### config.mk
export PLATFORM = sky130hd
export DESIGN_NAME = transmit_flat
export DESIGN_NICKNAME = d
export VERILOG_FILES = /design/src/rtl/transmit_pkg.sv /design/src/rtl/transmit_if.sv /design/src/rtl/transmit.sv /design/src/flat_wrapper.sv
export SDC_FILE = /design/constraint.sdc
export NUM_CORES = 1
export LEC_CHECK = 0
export BUFFER_PORTS_ARGS = -buffer_cell sky130_fd_sc_hd__clkbuf_2
export CAP_MARGIN = 5
export CORE_UTILIZATION = 30
export DETAILED_ROUTE_END_ITERATION = 12
export SYNTH_ARGS = -nofsm -noshare
export SYNTH_HDL_FRONTEND = slang
export SYNTH_SLANG_ARGS = --single-unit
### constraint.sdc
create_clock -name clk -period 2.8 [get_ports clk]
set_input_delay 0 -clock clk [delete_from_list [all_inputs] [get_ports clk]]
set_output_delay 0 -clock clk [all_outputs]
set_load 0.01 [all_outputs]
### src/rtl/transmit_pkg.sv
// Shared UART definitions: SFR addresses, serial modes and TX states.
// Imported by both the transmitter and the receiver.
package transmit_pkg;

   localparam logic [7:0] SBUF_RX = 8'h98;
   localparam logic [7:0] SBUF_TX = 8'h99;

   typedef enum logic [1:0] {
      MODE_SHIFT = 2'b00,
      MODE_UART8 = 2'b01,
      MODE_UART9 = 2'b10,
      MODE_UART9V = 2'b11
   } mode_e;

   typedef enum logic [2:0] {
      IDLE  = 3'd0,
      START = 3'd1,
      DATA  = 3'd2,
      NINTH = 3'd3,
      STOP  = 3'd4
   } tx_state_e;

endpackage

### src/rtl/transmit_if.sv
// SFR write port, baud ticks and serial outputs of the UART transmitter.
// master drives the bus side, slave is the transmitter.
interface transmit_if;
   logic [7:0] AB;
   logic [7:0] din;
   logic       wr_n;
   logic [1:0] SM;
   logic       TB8;
   logic       TC;
   logic       T7;
   logic       TxD;
   logic       shclk;
   logic       TI;
   logic       busy;

   modport master (
      output AB, din, wr_n, SM, TB8, TC, T7,
      input  TxD, shclk, TI, busy
   );

   modport slave (
      input  AB, din, wr_n, SM, TB8, TC, T7,
      output TxD, shclk, TI, busy
   );
endinterface

### src/rtl/transmit.sv
// UART transmitter: mode-0 shift register and 8/9-bit async frames.
// TxD is registered from the next-state view so it tracks state exactly.
module transmit
   import transmit_pkg::*;
(
   input  logic      clk,
   input  logic      rst_n,
   transmit_if.slave bus
);

   tx_state_e  state, state_n;
   logic [7:0] sr, sr_n;
   logic [2:0] cnt, cnt_n;
   logic [3:0] timer, timer_n;
   mode_e      mode, mode_n;
   logic       tb8, tb8_n;
   logic       txd, txd_n;
   logic       upd, upd_n;
   logic       shclk;
   logic       ti, ti_n;
   logic       wr_ok, wrap, step, shift_mode;

   assign shift_mode = (mode == MODE_SHIFT);
   assign wr_ok = !bus.wr_n && (bus.AB == SBUF_TX) && (state == IDLE);
   assign wrap  = bus.TC && (timer == 4'hF);
   assign step  = shift_mode ? bus.T7 : wrap;

   always_comb begin
      state_n = state;
      sr_n    = sr;
      cnt_n   = cnt;
      mode_n  = mode;
      tb8_n   = tb8;
      upd_n   = 1'b0;
      ti_n    = 1'b0;
      timer_n = timer;
      if (state != IDLE && bus.TC)
         timer_n = timer + 4'd1;
      unique case (state)
         IDLE: begin
            if (wr_ok) begin
               sr_n    = bus.din;
               cnt_n   = 3'd0;
               timer_n = 4'd0;
               mode_n  = mode_e'(bus.SM);
               tb8_n   = bus.TB8;
               if (mode_e'(bus.SM) == MODE_SHIFT) begin
                  state_n = DATA;
                  upd_n   = 1'b1;
               end else begin
                  state_n = START;
               end
            end
         end
         START: if (wrap) state_n = DATA;
         DATA: begin
            if (step) begin
               sr_n  = {1'b0, sr[7:1]};
               cnt_n = cnt + 3'd1;
               if (cnt == 3'd7) begin
                  if (shift_mode) begin
                     state_n = IDLE;
                     ti_n    = 1'b1;
                  end else if (mode == MODE_UART8) begin
                     state_n = STOP;
                  end else begin
                     state_n = NINTH;
                  end
               end else begin
                  upd_n = shift_mode;
               end
            end
         end
         NINTH: if (wrap) state_n = STOP;
         STOP: begin
            if (wrap) begin
               state_n = IDLE;
               ti_n    = 1'b1;
            end
         end
         default: state_n = IDLE;
      endcase
      txd_n = 1'b1;
      unique case (state_n)
         START:   txd_n = 1'b0;
         DATA:    txd_n = sr_n[0];
         NINTH:   txd_n = tb8_n;
         default: txd_n = 1'b1;
      endcase
   end

   always_ff @(posedge clk or negedge rst_n) begin
      if (!rst_n) begin
         state <= IDLE;
         sr    <= 8'd0;
         cnt   <= 3'd0;
         timer <= 4'd0;
         mode  <= MODE_UART8;
         tb8   <= 1'b0;
         txd   <= 1'b1;
         upd   <= 1'b0;
         shclk <= 1'b0;
         ti    <= 1'b0;
      end else begin
         state <= state_n;
         sr    <= sr_n;
         cnt   <= cnt_n;
         timer <= timer_n;
         mode  <= mode_n;
         tb8   <= tb8_n;
         txd   <= txd_n;
         upd   <= upd_n;
         shclk <= upd;
         ti    <= ti_n;
      end
   end

   assign bus.TxD   = txd;
   assign bus.shclk = shclk;
   assign bus.TI    = ti;
   assign bus.busy  = (state != IDLE);

endmodule

### src/flat_wrapper.sv
// flat-port wrapper written by rule: the top's interface ports become plain ports
module transmit_flat import transmit_pkg::*;
  (clk, rst_n, bus_AB, bus_din, bus_wr_n, bus_SM, bus_TB8, bus_TC, bus_T7, bus_TxD, bus_shclk, bus_TI, bus_busy);
  transmit_if bus_i ();
  input  logic clk;
  input  logic rst_n;
  input wire logic [$bits(bus_i.AB)-1:0] bus_AB;
  input wire logic [$bits(bus_i.din)-1:0] bus_din;
  input wire logic [$bits(bus_i.wr_n)-1:0] bus_wr_n;
  input wire logic [$bits(bus_i.SM)-1:0] bus_SM;
  input wire logic [$bits(bus_i.TB8)-1:0] bus_TB8;
  input wire logic [$bits(bus_i.TC)-1:0] bus_TC;
  input wire logic [$bits(bus_i.T7)-1:0] bus_T7;
  output wire logic [$bits(bus_i.TxD)-1:0] bus_TxD;
  output wire logic [$bits(bus_i.shclk)-1:0] bus_shclk;
  output wire logic [$bits(bus_i.TI)-1:0] bus_TI;
  output wire logic [$bits(bus_i.busy)-1:0] bus_busy;
  assign bus_i.AB = bus_AB;
  assign bus_i.din = bus_din;
  assign bus_i.wr_n = bus_wr_n;
  assign bus_i.SM = bus_SM;
  assign bus_i.TB8 = bus_TB8;
  assign bus_i.TC = bus_TC;
  assign bus_i.T7 = bus_T7;
  assign bus_TxD = bus_i.TxD;
  assign bus_shclk = bus_i.shclk;
  assign bus_TI = bus_i.TI;
  assign bus_busy = bus_i.busy;
  transmit u_core (.clk(clk), .rst_n(rst_n), .bus(bus_i));
endmodule
**After elaboration in Yosys (flattened, before gate mapping)**

Index checks and enable logic that the tools add are counted.
Widths: inputs -> output; s select.

- Register bits: 25
- Input port bits: 24
- Output and inout bits: 4
- Word-level logic and storage cells: 71

- Add/sub/neg operators: 2
- Eq/ne operators: 13
- Mux-type cells: 33
- Reductions and logical operators: 12

Operators with widths:

| cell | count |
|---|---|
| $mux 3 | 10 |
| $mux 8 | 2 |
| $pmux 8 s2 | 1 |
| $pmux 3 s5 | 1 |
| $eq 3x2->1 const B | 4 |
| $mux 4 | 3 |
| $mux 1 | 11 |
| $eq 8x8->1 const B | 1 |
| $eq 3x1->1 const B | 2 |
| $eq 3x3->1 const B | 2 |
| $pmux 3 s2 | 1 |
| $add 4x1->4 const B | 1 |
| $eq 4x4->1 const B | 1 |
| $logic_and 1x1->1 | 4 |
| $logic_not 2->1 | 2 |
| $ne 2x1->1 const B | 2 |
| $pmux 1 s2 | 2 |
| $add 3x1->3 const B | 1 |
| $logic_not 3->1 | 1 |
| $pmux 1 s3 | 1 |
| $reduce_and 3->1 | 1 |
| $reduce_bool 3->1 | 1 |
| $eq 2x1->1 const B | 1 |
| $mux 2 | 1 |
| other kinds (3) | 3 |

**Logic depth before layout (Yosys ltp)**

- Word-level depth: 8
- Depth in mapped cells: 7
- Depth with buffers taken out: 7

**Worst setup path after synthesis**

No wires, ideal clock.

- Path kind: register -> register
- Start point: register u_core.state[1]
- End point: register u_core.txd (netlist: u_core.bus.TxD)
- Setup time: 0.068 ns
- Arrival: 2.011 ns
- Data required time: 2.732 ns
- Slack: 0.721 ns
- Stages on the path, launching flop included: 8
- Path buffers: 2
- Period minus slack after synthesis: 2.079 ns
- Cells stage by stage: dfrtp_1 or3_1 buf_6 or4_4 buf_6 o221ai_4 or2b_1 a2bb2oi_2

- Word-level cells in the longest chain between the ends: 6
- Elaborated cells on any way between the ends: 21
- Classes of those cells: eq/ne (7); mux (12); reduce/logical (2)

Ends and longest elaborated chain:

| what | RTL line | RTL |
|---|---|---|
| from (decl) | transmit.sv:11 | `tx_state_e state, state_n;` |
| from (signal assigned) | transmit.sv:105 | `state <= state_n;` |
| $logic_not 3->1 | transmit.sv:24, transmit.sv:39 |  |
| $logic_and 1x1->1 | transmit.sv:24 | `assign wr_ok = !bus.wr_n && (bus.AB == SBUF_TX) && (state == IDLE);` |
| $mux 3 | transmit.sv:41 | `if (wr_ok) begin` |
| $pmux 3 s5 * | transmit.sv:39 | `unique case (state)` |
| net u_core.state_n[0] | transmit.sv:11 |  |
| $eq 3x2->1 / $eq 3x1->1 (equally long branches) | transmit.sv:84 | `unique case (state_n)` |
| $pmux 1 s3 * | transmit.sv:84 |  |
| net u_core.txd_n | transmit.sv:17 | `logic txd, txd_n;` |
| to (signal assigned) | transmit.sv:111 | `txd <= txd_n;` |
| to (decl) | transmit.sv:17 |  |

Mark *: on every way through the listed nets, which the timed path passes. The rest lies on a longest branch. The select of a mux whose other input is x is not followed.
A chain may end at the register's enable or synchronous reset.

**Worst setup path after layout**

Same ends and word-level chain as after synthesis.

==> qor.csv <==
stage,metric,value,unit
run_status,status,completed,
sta,max_freq,460,MHz
sta,hold_viol,0,
global_routing,grt_pass1_wl,4530,µm
cts,cts_resized,0,
floorplan,core,3800,µm²
sta,fin_crit_sh,77.6,%
placement,place_hpwl,1860,µm
sta,whs,0.0276,ns
synthesis,muxShareOfSynthArea,2.02,%
synthesis,yosysSeqAreaShare,50.7,%
cts,cts.clk_slew.worst_paths,0.09,ns
synthesis,synth.distinct_cells,35,
power_and_ir_drop,ir_worst_vdd,369,µV
synthesis,yosysTopAreaCell,dfrtp_1,
power_and_ir_drop,p_leak,0.751,nW
worst_setup_path,arrival,2.38,ns
placement,gp_congestion,0.803,
synthesis,synthSimpleGateAreaFrac,24.5,%
finish,antenna_cells,0,
placement,pre_cts_ws,0.645,ns
worst_setup_path,critPathRequiredTime,3.00,ns
worst_setup_path,cp-start-kind,flop,
worst_setup_path,crit_path_top_delay_cell,or4_4,
sta,fin_setup_tns,0,ns
synthesis,synth.cell_area,1240,µm²
synthesis,syn_area_per_cell,10.4,µm²
global_routing,overflow,0,
global_routing,met2_usage,24.4,%
finish,areaGrowthSynthToFinish,26.8,%
global_routing,use_met3,4.48,%
sta,finalCriticalPeriod,2.17,ns
synthesis,synth_top_family_by_area,simple AND/OR/NAND/NOR gates,
detailed_routing,route.vias.total,985,
floorplan,start_util,32.6,%
global_routing,top_usage_layer,met2,
floorplan,rows,22,
floorplan,fp.dieW,66.3,µm
global_routing,grt_usage,13.7,%
power_and_ir_drop,swShare,27.3,%
detailed_routing,firstDrtPassIters,4,
sta,max_slew.worst_pin.slew,0.601,ns
synthesis,synth_top_area_share,46.5,%
synthesis,yosys_warnings,0,
global_routing,grt_pass1_vias,1019,
power_and_ir_drop,p_int,0.572,mW
detailed_routing,drt_iter0_drc,45,
synthesis,syn_nets,146,
finish,drive_gt1_share,26.6,%
detailed_routing,routed_via_density,4.78,
worst_setup_path,path_max_fanout,7,
finish,nets,186,
job,cap_viol_max_count,0,
placement,place_area,1410,µm²
detailed_routing,drc,0,
worst_setup_path,cp_cell_sequence,or3_1 -> or4_4 -> o221ai_4 -> or2b_1 -> a2bb2oi_2,
power_and_ir_drop,pwr-share-clk,27.2,%
cts,clk_path_buf_depth,2,
placement,port_buffers,27,
detailed_routing,wire_per_inst,12.3,µm
worst_setup_path,end_kind,flop,
sta,relSlewSlack,59.9,%
synthesis,synthCells,119,
worst_setup_path,cp_slowest_stage_delay,0.65,ns
sta,worst_clock_skew,0.00697,ns
floorplan,io_pins,28,
worst_setup_path,crit_family,simple AND/OR/NAND/NOR gates,
power_and_ir_drop,power_frac_seq,55.7,%
cts,clock_latency,0.27,ns
worst_setup_path,path_buf_inv,0,
floorplan,dieArea,4390,µm²
cts,cts_buffers,3,
synthesis,synth_area_leaders,"dfrtp_1 (46%), nand2_1 (10%), dfstp_2 (4.2%)",
min_path,hold_path_class,input port to flop,
power_and_ir_drop,total_power,0.787,mW
cts,cts_root_buffer,clkbuf_8,
synthesis,synth-compound-area-share,15.6,%
power_and_ir_drop,pwr_density_cell,501,nW/µm²
cts,cts.sinks,25,
power_and_ir_drop,p_comb_share,17.0,%
sta,setup-violations-final,0,
sta,rsz0062_at_grt,no,
sta,finalWorstSetupSlack,0.627,ns
synthesis,yosys.area_share.adder,3.03,%
global_routing,use_met1,16.4,%
finish,design_area,1570,µm²
floorplan,fp.dieH,66.3,µm
global_routing,antenna_found_initial,0,
global_routing,grt_max_degree,26,
detailed_routing,drt_wl_total,2540,µm
cts,tritoncts,built,
cts,cts_htree_levels,1,
finish,nFillCells,375,
power_and_ir_drop,p_switching,0.215,mW
detailed_routing,drtAntennaViolNets,0,
synthesis,synth-xor-area-share,1.41,%
sta,drv_slew,0,
worst_setup_path,path_class,flop to flop,
synthesis,synth-seq-cells,25,
-- layout make-up --
type | instances | area, µm² | share of cell area [%]
Tap cell | 48 | 60.1 | 3.82
Inverter | 1 | 3.75 | 0.239
Multi-Input combinational cell | 89 | 577 | 36.7
Timing Repair Buffer | 39 | 253 | 16.1
Clock buffer | 3 | 41.3 | 2.63
Sequential cell | 25 | 628 | 40.0
Clock inverter | 1 | 7.51 | 0.478
-- metrics by stage --
step	instances	util [%]
finish	206	41.3
global placement	191	37.2
CTS	206	41.3
floorplan	119	-
detailed placement	191	37.2
global route	206	41.3
-- per-layer routing --
metal / vias up / wire length [µm]
met5: - / 0
met4: 0 / 14
met3: 2 / 120
met2: 18 / 1210
met1: 465 / 1190
li1: 500 / -
-- kinds of logic after synthesis --
kind of cell	Yosys count
and+or+nand+nor	59
DFF	25
AOI/OAI and AO/OA	23
buffers and inverters	5
adders and majority gates	3
xor gates and xnor gates	2
muxes	2
-- worst register-to-register path, cell delays in order (launching register included) --
cell and delay, ns:
dfrtp_1 0.43, or3_1 0.50, or4_4 0.65, o221ai_4 0.25, or2b_1 0.14, a2bb2oi_2 0.12
-- timing repair --
item / CTS / global route
hold endpoints to repair: 33 / 0
buffers inserted: 0 / 0
hold buffers: 11 / 0
-- synthesized netlist by cell type --
master     number
o21ai_0         6
a21oi_1         2
and2_1          2
mux2i_1         1
nor2_1          4
a21oi_2         1
xor2_1          1
xnor2_1         1
or2b_1          1
nor2b_1         1
nand2b_1        3
clkbuf_1        2
nand3_1         6
nor4_4          1
a221o_1         2
a22oi_1         6
buf_6           2
o221a_2         1
o221ai_4        1
nand3b_1        2
o32ai_1         1
ha_1            3
nor3b_1         1
mux2_4          1
dfrtp_1        23
nand4_2         1
nand2_1        33
or4b_1          1
or3_1           2
or4_4           1
o221ai_1        1
a2bb2oi_2       1
o41ai_1         1
inv_1           1
dfstp_2         2
-- cell usage in the layout (no fill, tap or decap) --
master	n
nand2_1	33
clkbuf_2	27
dfrtp_1	23
dlygate4sd3_1	11
nand3_1	6
o21ai_0	6
a22oi_1	6
nor2_1	4
nand2b_1	3
ha_1	3
clkbuf_8	3
or3_1	2
and2_1	2
nand3b_1	2
a221o_1	2
a21oi_1	2
dfstp_2	2
nand4_2	1
inv_1	1
mux2i_1	1
nor3b_1	1
or4b_1	1
nor4_4	1
a21oi_2	1
nor2b_1	1
o221ai_1	1
xnor2_1	1
o221a_2	1
or4_4	1
o221ai_4	1
mux2_4	1
or2b_1	1
a2bb2oi_2	1
o32ai_1	1
o41ai_1	1
xor2_1	1
clkinvlp_4	1
buf_4	1
-- power groups by stage --
stage	Combinational, mW	Clock, mW	Sequential, mW
finish	0.134	0.214	0.439
global route	0.157	0.240	0.446
CTS	0.136	0.223	0.438
detailed placement	0.125	0	0.444
global placement	0.120	0	0.444
floorplan	0.0833	0	0.439
-- final timing paths --
check	startpoint	end	slack, ns	depth (start not counted)
min in group asynchronous	rst_n	u_core.bus.shclk	0.27	2
hold reg to reg	u_core.upd	u_core.bus.shclk	0.36	0
setup reg to reg	u_core.state[1]	u_core.bus.TxD	0.63	5
max in group asynchronous	rst_n	u_core.sr[0]	2.14	2
hold / removal	bus_TC	u_core.timer[1]	0.03	3
setup / recovery	u_core.state[1]	u_core.bus.TxD	0.63	5
-- registers in the layout, summed over array words and instances (netlist names) --
register          flops
u_core.sr             8
u_core.timer          4
u_core.cnt            3
u_core.state          3
u_core.mode           2
u_core.bus.TI         1
u_core.bus.TxD        1
u_core.bus.shclk      1
u_core.tb8            1
u_core.upd            1
Power figures use the tool's default switching activity.
